File: config.mk
export PLATFORM = sky130hd
export DESIGN_NAME = ripple_count_monitor
export DESIGN_NICKNAME = d
export VERILOG_FILES = /design/src/rtl/ripple_count_monitor.sv
export SDC_FILE = /design/constraint.sdc
export NUM_CORES = 1
export LEC_CHECK = 0
export ABC_AREA = 1
export CORE_MARGIN = 3
export CORE_UTILIZATION = 40
export DETAILED_ROUTE_END_ITERATION = 8
export SLEW_MARGIN = 20
export SYNTH_ARGS = -nofsm -noshare
export SYNTH_HDL_FRONTEND = slang
export SYNTH_SLANG_ARGS = --single-unit
File: constraint.sdc
create_clock -name clk -period 1.5 [get_ports clk]
set_input_delay 0.3 -clock clk [delete_from_list [all_inputs] [get_ports clk]]
set_output_delay 0.3 -clock clk [all_outputs]
set_load 0.03 [all_outputs]
File: src/rtl/ripple_count_monitor.sv
// Synchronous reader for an asynchronous ripple up/down counter:
// synchronises, filters transients and checks every accepted step.
module ripple_count_monitor #(
  parameter int WIDTH      = 4,
  parameter int STABLE_CYC = 2,
  parameter int ERRW       = 8
) (
  input  logic             clk,
  input  logic             res,
  input  logic [WIDTH-1:0] q_in,
  input  logic             m,
  input  logic             err_clr,
  output logic             q_valid,
  output logic [WIDTH-1:0] q_ref,
  output logic             step_up,
  output logic             step_down,
  output logic             wrap,
  output logic             err,
  output logic [ERRW-1:0]  err_cnt
);

  localparam int CW = $clog2(STABLE_CYC + 1);

  localparam logic [CW-1:0]    SMAX  = CW'(STABLE_CYC);
  localparam logic [CW-1:0]    CONE  = CW'(1);
  localparam logic [WIDTH-1:0] QONE  = WIDTH'(1);
  localparam logic [WIDTH-1:0] QMAX  = '1;
  localparam logic [ERRW-1:0]  EONE  = ERRW'(1);
  localparam logic [ERRW-1:0]  EMAX  = '1;

  localparam logic [0:0] ST_INIT  = 1'b0;
  localparam logic [0:0] ST_TRACK = 1'b1;

  logic [WIDTH-1:0] q_s1_q;
  logic [WIDTH-1:0] q_s2_q;
  logic             m_s1_q;
  logic             m_s2_q;
  logic [1:0]       svld_q;

  always_ff @(posedge clk or negedge res) begin
    if (!res) begin
      q_s1_q <= '0;
      q_s2_q <= '0;
      m_s1_q <= 1'b0;
      m_s2_q <= 1'b0;
      svld_q <= '0;
    end else begin
      q_s1_q <= q_in;
      q_s2_q <= q_s1_q;
      m_s1_q <= m;
      m_s2_q <= m_s1_q;
      svld_q <= {svld_q[0], 1'b1};
    end
  end

  // cnt==0 marks an empty candidate so the cleared
  // sync flops never count as real samples.
  logic [WIDTH-1:0] cand_q, cand_d;
  logic [CW-1:0]    cnt_q, cnt_d;
  logic             stable;

  always_comb begin
    cand_d = cand_q;
    cnt_d  = cnt_q;
    if (svld_q[1]) begin
      if (cnt_q == '0 || q_s2_q != cand_q) begin
        cand_d = q_s2_q;
        cnt_d  = CONE;
      end else if (cnt_q < SMAX) begin
        cnt_d = cnt_q + CONE;
      end
    end
  end

  assign stable = (cnt_q == SMAX);

  always_ff @(posedge clk or negedge res) begin
    if (!res) begin
      cand_q <= '0;
      cnt_q  <= '0;
    end else begin
      cand_q <= cand_d;
      cnt_q  <= cnt_d;
    end
  end

  logic [0:0]       state_q, state_d;
  logic [WIDTH-1:0] ref_q, ref_d;
  logic             vld_q, vld_d;
  logic             up_q, up_d;
  logic             dn_q, dn_d;
  logic             wrap_q, wrap_d;
  logic             err_q, err_d;
  logic             is_up, is_dn;

  assign is_up = (cand_q == ref_q + QONE) &&  m_s2_q;
  assign is_dn = (cand_q == ref_q - QONE) && !m_s2_q;

  always_comb begin
    state_d = state_q;
    ref_d   = ref_q;
    vld_d   = vld_q;
    up_d    = 1'b0;
    dn_d    = 1'b0;
    wrap_d  = 1'b0;
    err_d   = 1'b0;
    if (stable) begin
      unique case (state_q)
        ST_INIT: begin
          ref_d   = cand_q;
          vld_d   = 1'b1;
          state_d = ST_TRACK;
        end
        ST_TRACK: begin
          if (cand_q != ref_q) begin
            ref_d = cand_q;
            unique case (1'b1)
              is_up: begin
                up_d   = 1'b1;
                wrap_d = (ref_q == QMAX);
              end
              is_dn: begin
                dn_d   = 1'b1;
                wrap_d = (ref_q == '0);
              end
              default: err_d = 1'b1;
            endcase
          end
        end
        default: state_d = ST_INIT;
      endcase
    end
  end

  logic [ERRW-1:0] ecnt_q, ecnt_d;

  always_comb begin
    ecnt_d = ecnt_q;
    if (err_clr) begin
      ecnt_d = err_d ? EONE : '0;
    end else if (err_d && ecnt_q != EMAX) begin
      ecnt_d = ecnt_q + EONE;
    end
  end

  always_ff @(posedge clk or negedge res) begin
    if (!res) begin
      state_q <= ST_INIT;
      ref_q   <= '0;
      vld_q   <= 1'b0;
      up_q    <= 1'b0;
      dn_q    <= 1'b0;
      wrap_q  <= 1'b0;
      err_q   <= 1'b0;
      ecnt_q  <= '0;
    end else begin
      state_q <= state_d;
      ref_q   <= ref_d;
      vld_q   <= vld_d;
      up_q    <= up_d;
      dn_q    <= dn_d;
      wrap_q  <= wrap_d;
      err_q   <= err_d;
      ecnt_q  <= ecnt_d;
    end
  end

  assign q_valid   = vld_q;
  assign q_ref     = ref_q;
  assign step_up   = up_q;
  assign step_down = dn_q;
  assign wrap      = wrap_q;
  assign err       = err_q;
  assign err_cnt   = ecnt_q;

endmodule
Yosys cells after proc, flatten, opt, wreduce, memory -nomap -nowiden
Index checks and enable logic that the tools add are counted.
{"block": "op_classes", "mux": 23, "bitwise": 1, "add_sub_neg": 4, "reduce_logical": 14, "eq_ne": 8, "order_cmp": 1}
{"op": "two-way mux 1 bit", "n": 16}
{"op": "two-way mux 8 bit", "n": 2}
{"op": "adder 8 x 1 -> 8 bit (second input constant)", "n": 1}
{"op": "== test 4 bit", "n": 2}
{"op": "inequality test 4 bit", "n": 2}
{"op": "inequality test 8 bit (second input constant)", "n": 1}
{"op": "one-hot mux 4 bit (2 select lines)", "n": 1}
{"op": "AND reduction 2 bit", "n": 4}
{"op": "adder 4 x 1 -> 4 bit (second input constant)", "n": 1}
{"op": "== test 4 bit (second input constant)", "n": 1}
{"op": "zero test 4 bit", "n": 1}
{"op": "two-way mux 2 bit", "n": 2}
{"op": "two-way mux 4 bit", "n": 1}
{"op": "nonzero test 2 bit", "n": 2}
{"op": "subtractor 4 x 1 -> 4 bit (second input constant)", "n": 1}
{"op": "logical AND 1 bit", "n": 3}
{"op": "adder 2 x 1 -> 2 bit (second input constant)", "n": 1}
{"op": "== test 2 bit (second input constant)", "n": 1}
{"op": "zero test 2 bit", "n": 1}
{"op": "less-than comparator 2 bit (second input constant)", "n": 1}
{"op": "inequality test 2 x 1 -> 1 bit (second input constant)", "n": 1}
{"op": "one-hot mux 1 bit (2 select lines)", "n": 1}
{"op": "OR reduction 2 bit", "n": 1}
{"op": "zero test 1 bit", "n": 1}
{"op": "2 further kinds", "n": 2}
{"block": "word_totals", "regBits": 36}

Logic depth before layout (Yosys ltp)
Gate-level depths: netlist of the first run.
{"block": "logic_depth", "word_depth": 11, "ltp_mapped": 12}

Least setup slack after synthesis of the first run
Ideal clock, no wire load.
{"block": "synth_path", "kind": "register to register", "start": "register ref_q[0], in the netlist q_ref[0]", "end": "register ecnt_q[6], in the netlist err_cnt[6]", "period_less_slack_ps": 1857, "stages_incl_launch_ff": 10, "required_ps": 1382, "arrival_time_ps": 1739, "n_path_buf": 0, "path_slack_ps": -357, "path_cell_list": "dfrtp_1 -> inv_2 -> ha_1 -> xnor2_1 -> nor2_2 -> nand3_2 -> nand4_4 -> nand2_4 -> nand2_1 -> nand2_1"}
{"block": "synth_between", "elab_chain_cells": 10, "elab_cells_between_ends": 14, "cone_classes": "add/sub (2); eq/ne (3); mux (4); reduce/logical (5)"}
{"item": "from (decl)", "line_no": "88", "text": "logic [WIDTH-1:0] ref_q, ref_d;"}
{"item": "from (signal assigned)", "line_no": "158", "text": "ref_q <= ref_d;"}
{"item": "adder 4 x 1 -> 4 bit or subtractor 4 x 1 -> 4 bit (tied branches)", "line_no": "96, 97"}
{"item": "== test 4 bit, on equally long branches", "line_no": "96, 97"}
{"item": "logical AND 1 bit, on equally long branches", "line_no": "96, 97"}
{"item": "OR reduction 2 bit (no source line)"}
{"item": "two-way mux 1 bit", "line_no": "117", "text": "unique case (1'b1)"}
{"item": "two-way mux 1 bit *", "line_no": "115", "text": "if (cand_q != ref_q) begin"}
{"item": "two-way mux 1 bit *", "line_no": "108", "text": "unique case (state_q)"}
{"item": "two-way mux 1 bit *", "line_no": "107", "text": "if (stable) begin"}
{"item": "logical AND 1 bit *", "line_no": "141", "text": "end else if (err_d && ecnt_q != EMAX) begin"}
{"item": "nonzero test 2 bit (no source line) *"}
{"item": "to (signal assigned)", "line_no": "164", "text": "ecnt_q <= ecnt_d;"}
{"item": "to (decl)", "line_no": "135", "text": "logic [ERRW-1:0] ecnt_q, ecnt_d;"}
Mark *: on every way between the ends. The rest lies on a longest branch, timed or not.
A chain may end at the register's enable or synchronous reset.

Worst setup path in the final report of the first run
{"block": "layout_path", "start": "register ref_q[0], in the netlist q_ref[0]", "end": "register wrap_q, in the netlist wrap"}
{"block": "layout_between", "elab_chain_cells": 7, "elab_cells_between_ends": 13, "cone_classes": "add/sub (2); eq/ne (4); mux (4); reduce/logical (3)"}
{"item": "subtractor 4 x 1 -> 4 bit or adder 4 x 1 -> 4 bit (tied branches)", "line_no": "97, 96"}
{"item": "== test 4 bit, on equally long branches", "line_no": "97, 96"}
{"item": "logical AND 1 bit, on equally long branches", "line_no": "97, 96"}
{"item": "one-hot mux 1 bit (2 select lines)", "line_no": "117"}
{"item": "two-way mux 1 bit *", "line_no": "115"}
{"item": "two-way mux 1 bit *", "line_no": "108"}
{"item": "two-way mux 1 bit *", "line_no": "107"}
{"item": "named net wrap_d", "line_no": "92", "text": "logic wrap_q, wrap_d;"}
{"item": "to (signal assigned)", "line_no": "162", "text": "wrap_q <= wrap_d;"}
{"item": "to (decl)", "line_no": "92"}
Mark *: on every way through the listed nets, which the timed path passes. The rest lies on a longest branch.

==> summary.md, run 1 <==
| Metric | Value |
|---|---|
| Post-synth EDFFs | 0 |
| Period utilisation layout | 1.13 |
| Place WS | -0.161 ns |
| Vias in the first global route | 1415 |
| Compound-Gate Fraction of Synth Area | 0.0384 |
| Drt drc | 0 |
| Post-Syn Nets | 219 |
| Core ar. | 0.00412 mm2 |
| Post-synthesis async set-or-reset flop share | 1.00 |
| Critical Path RT | 1.73 ns |
| CTS tree | yes |
| Vias per inst | 4.73 |
| Routed len/inst | 12.4 um |
| Crit Path Max Fanout | 5 |
| Final setup viols | 15 |
| ANT nets after route | 0 |
| Routed wire length | 4060 um |
| # rows | 23 |
| Distinct cells, synth | 30 |
| CTS Buf Count | 5 |
| RSZ-0062 raised after global routing | true |
| Failing checks | negative setup slack |
| I/O pin total | 25 |
| CP startpoint kind | flip-flop |
| Crit-path cells | inv_4 > ha_4 > xor2_1 > nor2_1 > nand3_2 > buf_6 > nor3_4 > nand4_1 > nand2_1 |
| Initial Util | 0.427 |
| Filler cells | 341 |
| P&R area growth vs syn | 54.9% |
| Seq/Total Area, Yosys | 0.512 |
| Die area | 0.00523 mm2 |
| Pwr Density | 1440 mW/mm2 |
| Clock slew at reported path FFs | 0.08 ns |
| Worst setup path endpoint | wrap$_DFF_PN0_ |
| CTS root buf | clkbuf_8 |
| Crit Path Category | flip-flop to flip-flop |
| CP max-delay cell | dfrtp_2 |
| Max incr delay on CP | 0.44 ns |
| Worst setup startpoint | q_ref[0]$_DFFE_PN0P_ |
| CP Capture Type | flip-flop |
| Port Buffers | 24 |
| Clk Latency, worst-skew pair | 0.28 ns |
| Grt ovf | 0 |
| First-pass GRT wire length | 6340 um |
| R2R Path Start | q_ref[0]$_DFFE_PN0P_ |
| Post-Synth Simple-Gate Area | 0.307 |
| Register area | 910 um2 |
| Nets | 291 |
| Synth Area in Adders | 0.0427 |
| RR Endpoint | wrap$_DFF_PN0_ |
| Final min period | 1.70 ns |
| DP Wirelength | 2700 um |
| Synthesized cell area | 0.00176 mm2 |
| Longest Clk Path Bufs | 2 |
| Final hold vios | 0 |
| Worst R2R Path Depth | 9 |
| R2r setup slk | -0.20 ns |
| Top_reg_cell synth | dfrtp_1 |
| Avg Cell Area, Syn | 8.58 um2 |
| Initial antenna violation count | 0 |
| Vias post-DR | 1553 |
| Max_cap viols | 0 |
| Gpl congestion | 0.837 |
| Mux contribution to synthesized area | 0 |
| Status | finished with violations |
| Ys Warns | 0 |
| DRT iter0 DRCs | 49 |
| Worst setup margin | -0.196 ns |
| Share of cells above drive strength 1 | 0.381 |
| XOR/XNOR Fraction of Synth Area | 0.0448 |
| Drt pass-1 iters | 4 |
| H-tree depth | 2 |
| Crit path DAT | 1.92 ns |
| Cells after synthesis | 205 |
| Peak VDD IR | 644 uV |
| Flops & latches, synth | 36 |
| Clk sinks | 36 |
| WHS | 0.349 ns |
| Largest family of logic cells by synthesized area | simple AND/OR/NAND/NOR gates |
| Clock skew | 0.00812 ns |
| HP Class | flip-flop to flip-flop |
| Largest net degree at the start of global routing | 22 |
| Die height | 72.3 um |
| GRT Util Overall | 0.156 |
| Leak | 1.36 nW |
| Antenna cells | 0 |
| Fmax | 0.590 GHz |
| Multi-input gate area | 975 um2 |
| Final Max Tran Viols | 0 |
| Die X | 72.3 um |
cells by family (layout without fill, tap and decap cells):
logic type | count (synthesis) | in the layout
adder cells (fa/ha/maj) | 6 | 6
other | 1 | 1
AND/OR/NAND/NOR | 116 | 118
flip-flops | 36 | 36
XOR/XNOR | 9 | 9
AO/OA/AOI/OAI | 13 | 13
buffers and inverters | 24 | 95
synth_stat cells, types with 3 or more instances:
cell type	instances	share of area
ha_1	6	0.043
xnor2_1	3	0.015
inv_2	3	0.0064
nor2_1	14	0.030
dfrtp_1	36	0.51
nand2_1	66	0.14
a21oi_1	3	0.0085
xor2_1	6	0.030
inv_1	18	0.038
nand3_1	16	0.046
o21ai_0	9	0.026
nand4_1	3	0.011
layout by cell type, fill, tap and decap left out, types with 3 or more instances in the layout:
| master | synthesis | layout |
|---|---|---|
| xor2_1 | 6 | 6 |
| nor2_1 | 14 | 11 |
| nand4_1 | 3 | 3 |
| o21ai_2 | 0 | 3 |
| buf_4 | 0 | 32 |
| dlygate4sd2_1 | 0 | 16 |
| inv_2 | 3 | 4 |
| inv_1 | 18 | 14 |
| nand3_1 | 16 | 13 |
| dfrtp_2 | 0 | 7 |
| nand2_2 | 2 | 13 |
| clkdlybuf4s50_1 | 0 | 6 |
| ha_4 | 0 | 3 |
| nor2_2 | 1 | 4 |
| inv_4 | 0 | 3 |
| nand2_1 | 66 | 53 |
| ha_1 | 6 | 3 |
| nand3_2 | 2 | 4 |
| clkbuf_8 | 0 | 5 |
| dfrtp_1 | 36 | 29 |
| buf_6 | 0 | 7 |
| o21ai_1 | 0 | 5 |
metrics by stage:
| stage | std cells | TNS (ns) | power, mW | cell area, um2 | util |
|---|---|---|---|---|---|
| CTS | 319 | -1.57 | 3.68 | 2490 | 0.606 |
| global route | 328 | -2.93 | 4.19 | 2720 | 0.662 |
| global placement | 307 | -1.46 | 2.74 | 2300 | 0.560 |
| detailed placement | 307 | -1.62 | 2.75 | 2300 | 0.560 |
| finish | 328 | -1.81 | 3.93 | 2720 | 0.662 |
| floorplan | 205 | -1.04 | 2.11 | 1780 | - |
report_power, final:
group | internal, mW | switching, mW | leakage [nW]
registers | 1.12 | 0.154 | 0.439
logic | 0.820 | 0.989 | 0.871
clock network | 0.492 | 0.352 | 0.0541
routing by layer:
layer	vias to the layer above	GRT usage	part of all wire	routed length (um)
li1	797	-	-	-
met1	729	0.212	0.46	1890
met2	25	0.247	0.50	2030
met3	2	0.0374	0.029	119
met4	0	0.0501	0.0059	24
met5	-	0	0	0
sequential cells by signal (all words and copies together) (netlist names):
signal and count:
cand_q 4, m_s2_q 1, q_s1_q 4, step_down 1, wrap 1, cnt_q 2
q_valid 1, m_s1_q 1, q_s2_q 4, state_q 1, svld_q 2, q_ref 4
err_cnt 8, err 1, step_up 1
worst max-delay path: cells and delay by family, from the launching register on:
family                   cells  cell delay [ns]
AND/OR/NAND/NOR              5             0.57
flip-flops                   1             0.44
buffers and inverters        2             0.26
adder cells (fa/ha/maj)      1             0.21
XOR/XNOR                     1             0.14
layout make-up:
type                       instances  area share
inverter                          22      0.0331
sequential                        36       0.334
clock buffer                       5      0.0253
clock inverter                     3      0.0156
multi-input combinational        147       0.358
timing repair buffer              65       0.211
tap                               50      0.0230
repair_timing:
item	CTS	global route
hold buffers	1	0
endpoints found under the hold margin	15	0
gates resized for setup	28	50
cloned	1	1
pin swaps	10	15
endpoints found under the setup margin	32	20
setup buffers	2	8
how the worst min path moves through the flow:
stage | to | cells after the start | slack [ns] | startpoint
floorplan | cand_q[0]$_DFFE_PN0P_ | 0 | 0.004 | res
global placement | wrap$_DFF_PN0_ | 1 | 0.24 | res
detailed placement | wrap$_DFF_PN0_ | 1 | 0.25 | res
CTS | q_s2_q[0]$_DFF_PN0_ | 0 | 0.35 | q_s1_q[0]$_DFF_PN0_
global route | svld_q[1]$_DFF_PN0_ | 0 | 0.36 | svld_q[0]$_DFF_PN0_
finish | q_s2_q[3]$_DFF_PN0_ | 0 | 0.35 | q_s1_q[3]$_DFF_PN0_
Note: power is estimated with default switching activity, not from simulation.
==> inputs of run 2 (changes only) <==
--- a/config.mk
+++ b/config.mk
@@ -6,7 +6,8 @@
 export NUM_CORES = 1
 export LEC_CHECK = 0
 export ABC_AREA = 1
-export CORE_MARGIN = 3
+export CAP_MARGIN = 40
+export CORE_MARGIN = 5
 export CORE_UTILIZATION = 40
 export DETAILED_ROUTE_END_ITERATION = 8
 export SLEW_MARGIN = 20
==> run 2 against run 1 <==
Effect of this change:
- the run still ends with negative setup slack left
- count of clock-buffer cells in the layout did not move
- largest power group unchanged
- critical path depth did not move
- worst hold slack improved by 0.0026 ns
- non-clock buffer count down 5
- wire length is 6.2% lower
- combinational power shrank 11%
- largest cell class is now sequential cells
- global-route usage decreased by 1.2 points
- fmax is 0.55% higher
==> summary.md, run 2 (synthesis results as in run 1) <==
| Metric | Value |
|---|---|
| RSZ-0062 raised after global routing | true |
| Leak | 1.31 nW |
| H-tree depth | 2 |
| Comb power frac | 0.436 |
| Grt ovf | 0 |
| Busiest metal layer after global routing | met2 |
| Routed wire length | 3810 um |
| DP Wirelength | 2730 um |
| Worst setup margin | -0.187 ns |
| Max reg flops | 8 |
| CTS Buf Count | 5 |
| Peak VDD IR | 824 uV |
| Clock slew at reported path FFs | 0.07 ns |
| Crit Path Category | flip-flop to flip-flop |
| Crit Path Max Fanout | 5 |
| Fmax | 0.593 GHz |
| PnR Total Power | 3.70 mW |
| Vias in the first global route | 1491 |
| Power share of the clock group | 0.228 |
| Critical Path RT | 1.73 ns |
| Period utilisation layout | 1.12 |
| Clk Latency, worst-skew pair | 0.29 ns |
| Register share of total power | 0.337 |
| Post-route setup TNS | -1.64 ns |
| Commonest non-fill, non-tap cell in the layout | nand2_1 |
| GRT Util Overall | 0.144 |
| ANT nets after route | 0 |
| Most frequent cells in the layout | nand2_1, buf_4, dfrtp_1 |
| Share of cells above drive strength 1 | 0.289 |
| CP startpoint kind | flip-flop |
| Core ar. | 0.00429 mm2 |
| Grt met2 use | 0.233 |
| Nets | 286 |
| Drt drc | 0 |
| P_sw | 1.37 mW |
| Die height | 76.3 um |
| Port Buffers | 24 |
| CTS tree | yes |
| # rows | 24 |
| HP Class | flip-flop to flip-flop |
| Routed len/inst | 11.7 um |
| CP Capture Type | flip-flop |
| Max_cap viols | 0 |
| Gpl congestion | 0.855 |
| Die X | 76.3 um |
| Failing checks | negative setup slack |
| Non-filler instance count after layout | 325 |
| Die area | 0.00582 mm2 |
| DRT iter0 DRCs | 56 |
| Crit path DAT | 1.91 ns |
| P&R area growth vs syn | 45.6% |
| Largest net degree at the start of global routing | 37 |
| CTS root buf | clkbuf_8 |
| Met1 Resource Use GR | 0.185 |
| I/O pin total | 25 |
| Vias per inst | 4.71 |
| Clk sinks | 36 |
| Longest Clk Path Bufs | 2 |
| Status | finished with violations |
| First-pass GRT wire length | 6820 um |
| Met3 Use GR | 0.0414 |
| Final hold vios | 0 |
| P_int | 2.32 mW |
| Final Max Tran Viols | 0 |
| Antenna cells | 0 |
| Final min period | 1.69 ns |
| Vias post-DR | 1530 |
| Final setup viols | 11 |
| Switch share | 0.371 |
| Initial Util | 0.409 |
| Pwr Density | 1440 mW/mm2 |
| Placed Instances | 310 |
| Clock skew | 0.00838 ns |
| Initial antenna violation count | 0 |
| WHS | 0.351 ns |
| Drt pass-1 iters | 4 |
## run 2: cell types whose count changed in the layout (fill, tap and decap cells not counted), moves of 3 or more
cell | previous run | this run
nand2_1 | 53 | 63
nand2_2 | 13 | 4
buf_6 | 7 | 2
o21ai_0 | 1 | 6
buf_4 | 32 | 35
dfrtp_1 | 29 | 32
dfrtp_2 | 7 | 4
dlygate4sd2_1 | 16 | 13
nor2_2 | 4 | 1
o21ai_2 | 3 | 0
## run 2: path summary, 6_finish.rpt
path                                 startpoint  cells after the start  slack [ns]                      to
hold / removal              q_s1_q[3]$_DFF_PN0_                      0        0.35     q_s2_q[3]$_DFF_PN0_
min in group asynchronous                   res                      2        0.38    q_ref[0]$_DFFE_PN0P_
setup reg to reg           q_ref[0]$_DFFE_PN0P_                      9       -0.19          wrap$_DFF_PN0_
setup / recovery           q_ref[0]$_DFFE_PN0P_                      9       -0.19          wrap$_DFF_PN0_
max in group asynchronous                   res                      2        0.93  err_cnt[1]$_DFFE_PN0P_
hold reg to reg             q_s1_q[3]$_DFF_PN0_                      0        0.35     q_s2_q[3]$_DFF_PN0_
## run 2: timing repair
item / CTS / global route
endpoints found under the setup margin: 30 / 21
hold buffers: 0 / 0
pin swaps: 7 / 4
cloned: 1 / 1
resized for setup: 26 / 15
setup buffers: 1 / 4
## run 2: critical path: stages, from the launching register on
cell and delay, ns:
dfrtp_2 0.45, inv_4 0.10, ha_4 0.21, xnor2_1 0.13, nor2_2 0.14, nand3_4 0.13, buf_4 0.16, nor3_4 0.12
nand4_1 0.11, nand2_1 0.08
## run 2: routing by layer
metal,wire (um),vias up
met5,0,-
met4,76,0
met3,135,8
li1,-,783
met1,1790,717
met2,1800,22
## run 2: cell type report
cell class | instances | area, um2
clock buffer | 5 | 68.8
tap | 52 | 65.1
multi-input combinational | 147 | 878
timing repair buffer | 60 | 510
inverter | 22 | 87.6
sequential | 36 | 906
clock inverter | 3 | 42.5
fill | 381 | 1740
## run 2: per-stage QoR
step	utilization	worst slack, ns	cell area [um2]
6_report	0.596	-0.187	2560
5_1_grt	0.596	-0.302	2560
4_1_cts	0.577	-0.153	2480
3_5_place_dp	0.540	-0.158	2320
3_3_place_gp	0.540	-0.144	2320
2_1_floorplan	-	-0.120	1780
## run 2: power by group through the flow
stage / clock [mW] / combinational (mW) / sequential, mW
CTS: 0.866 / 1.55 / 1.25
floorplan: 0 / 0.683 / 1.43
global route: 0.911 / 1.79 / 1.27
global placement: 0 / 1.52 / 1.26
detailed placement: 0 / 1.52 / 1.27
finish: 0.841 / 1.61 / 1.24
==> inputs of run 3 (changes only) <==
--- a/config.mk
+++ b/config.mk
@@ -10,6 +10,8 @@
 export CORE_MARGIN = 5
 export CORE_UTILIZATION = 40
 export DETAILED_ROUTE_END_ITERATION = 8
+export GPL_ROUTABILITY_DRIVEN = 0
+export HOLD_SLACK_MARGIN = 0.05
 export SLEW_MARGIN = 20
 export SYNTH_ARGS = -nofsm -noshare
 export SYNTH_HDL_FRONTEND = slang
==> results of run 3 <==
No change in the layout: final DEF, timing and power equal those of run 2.
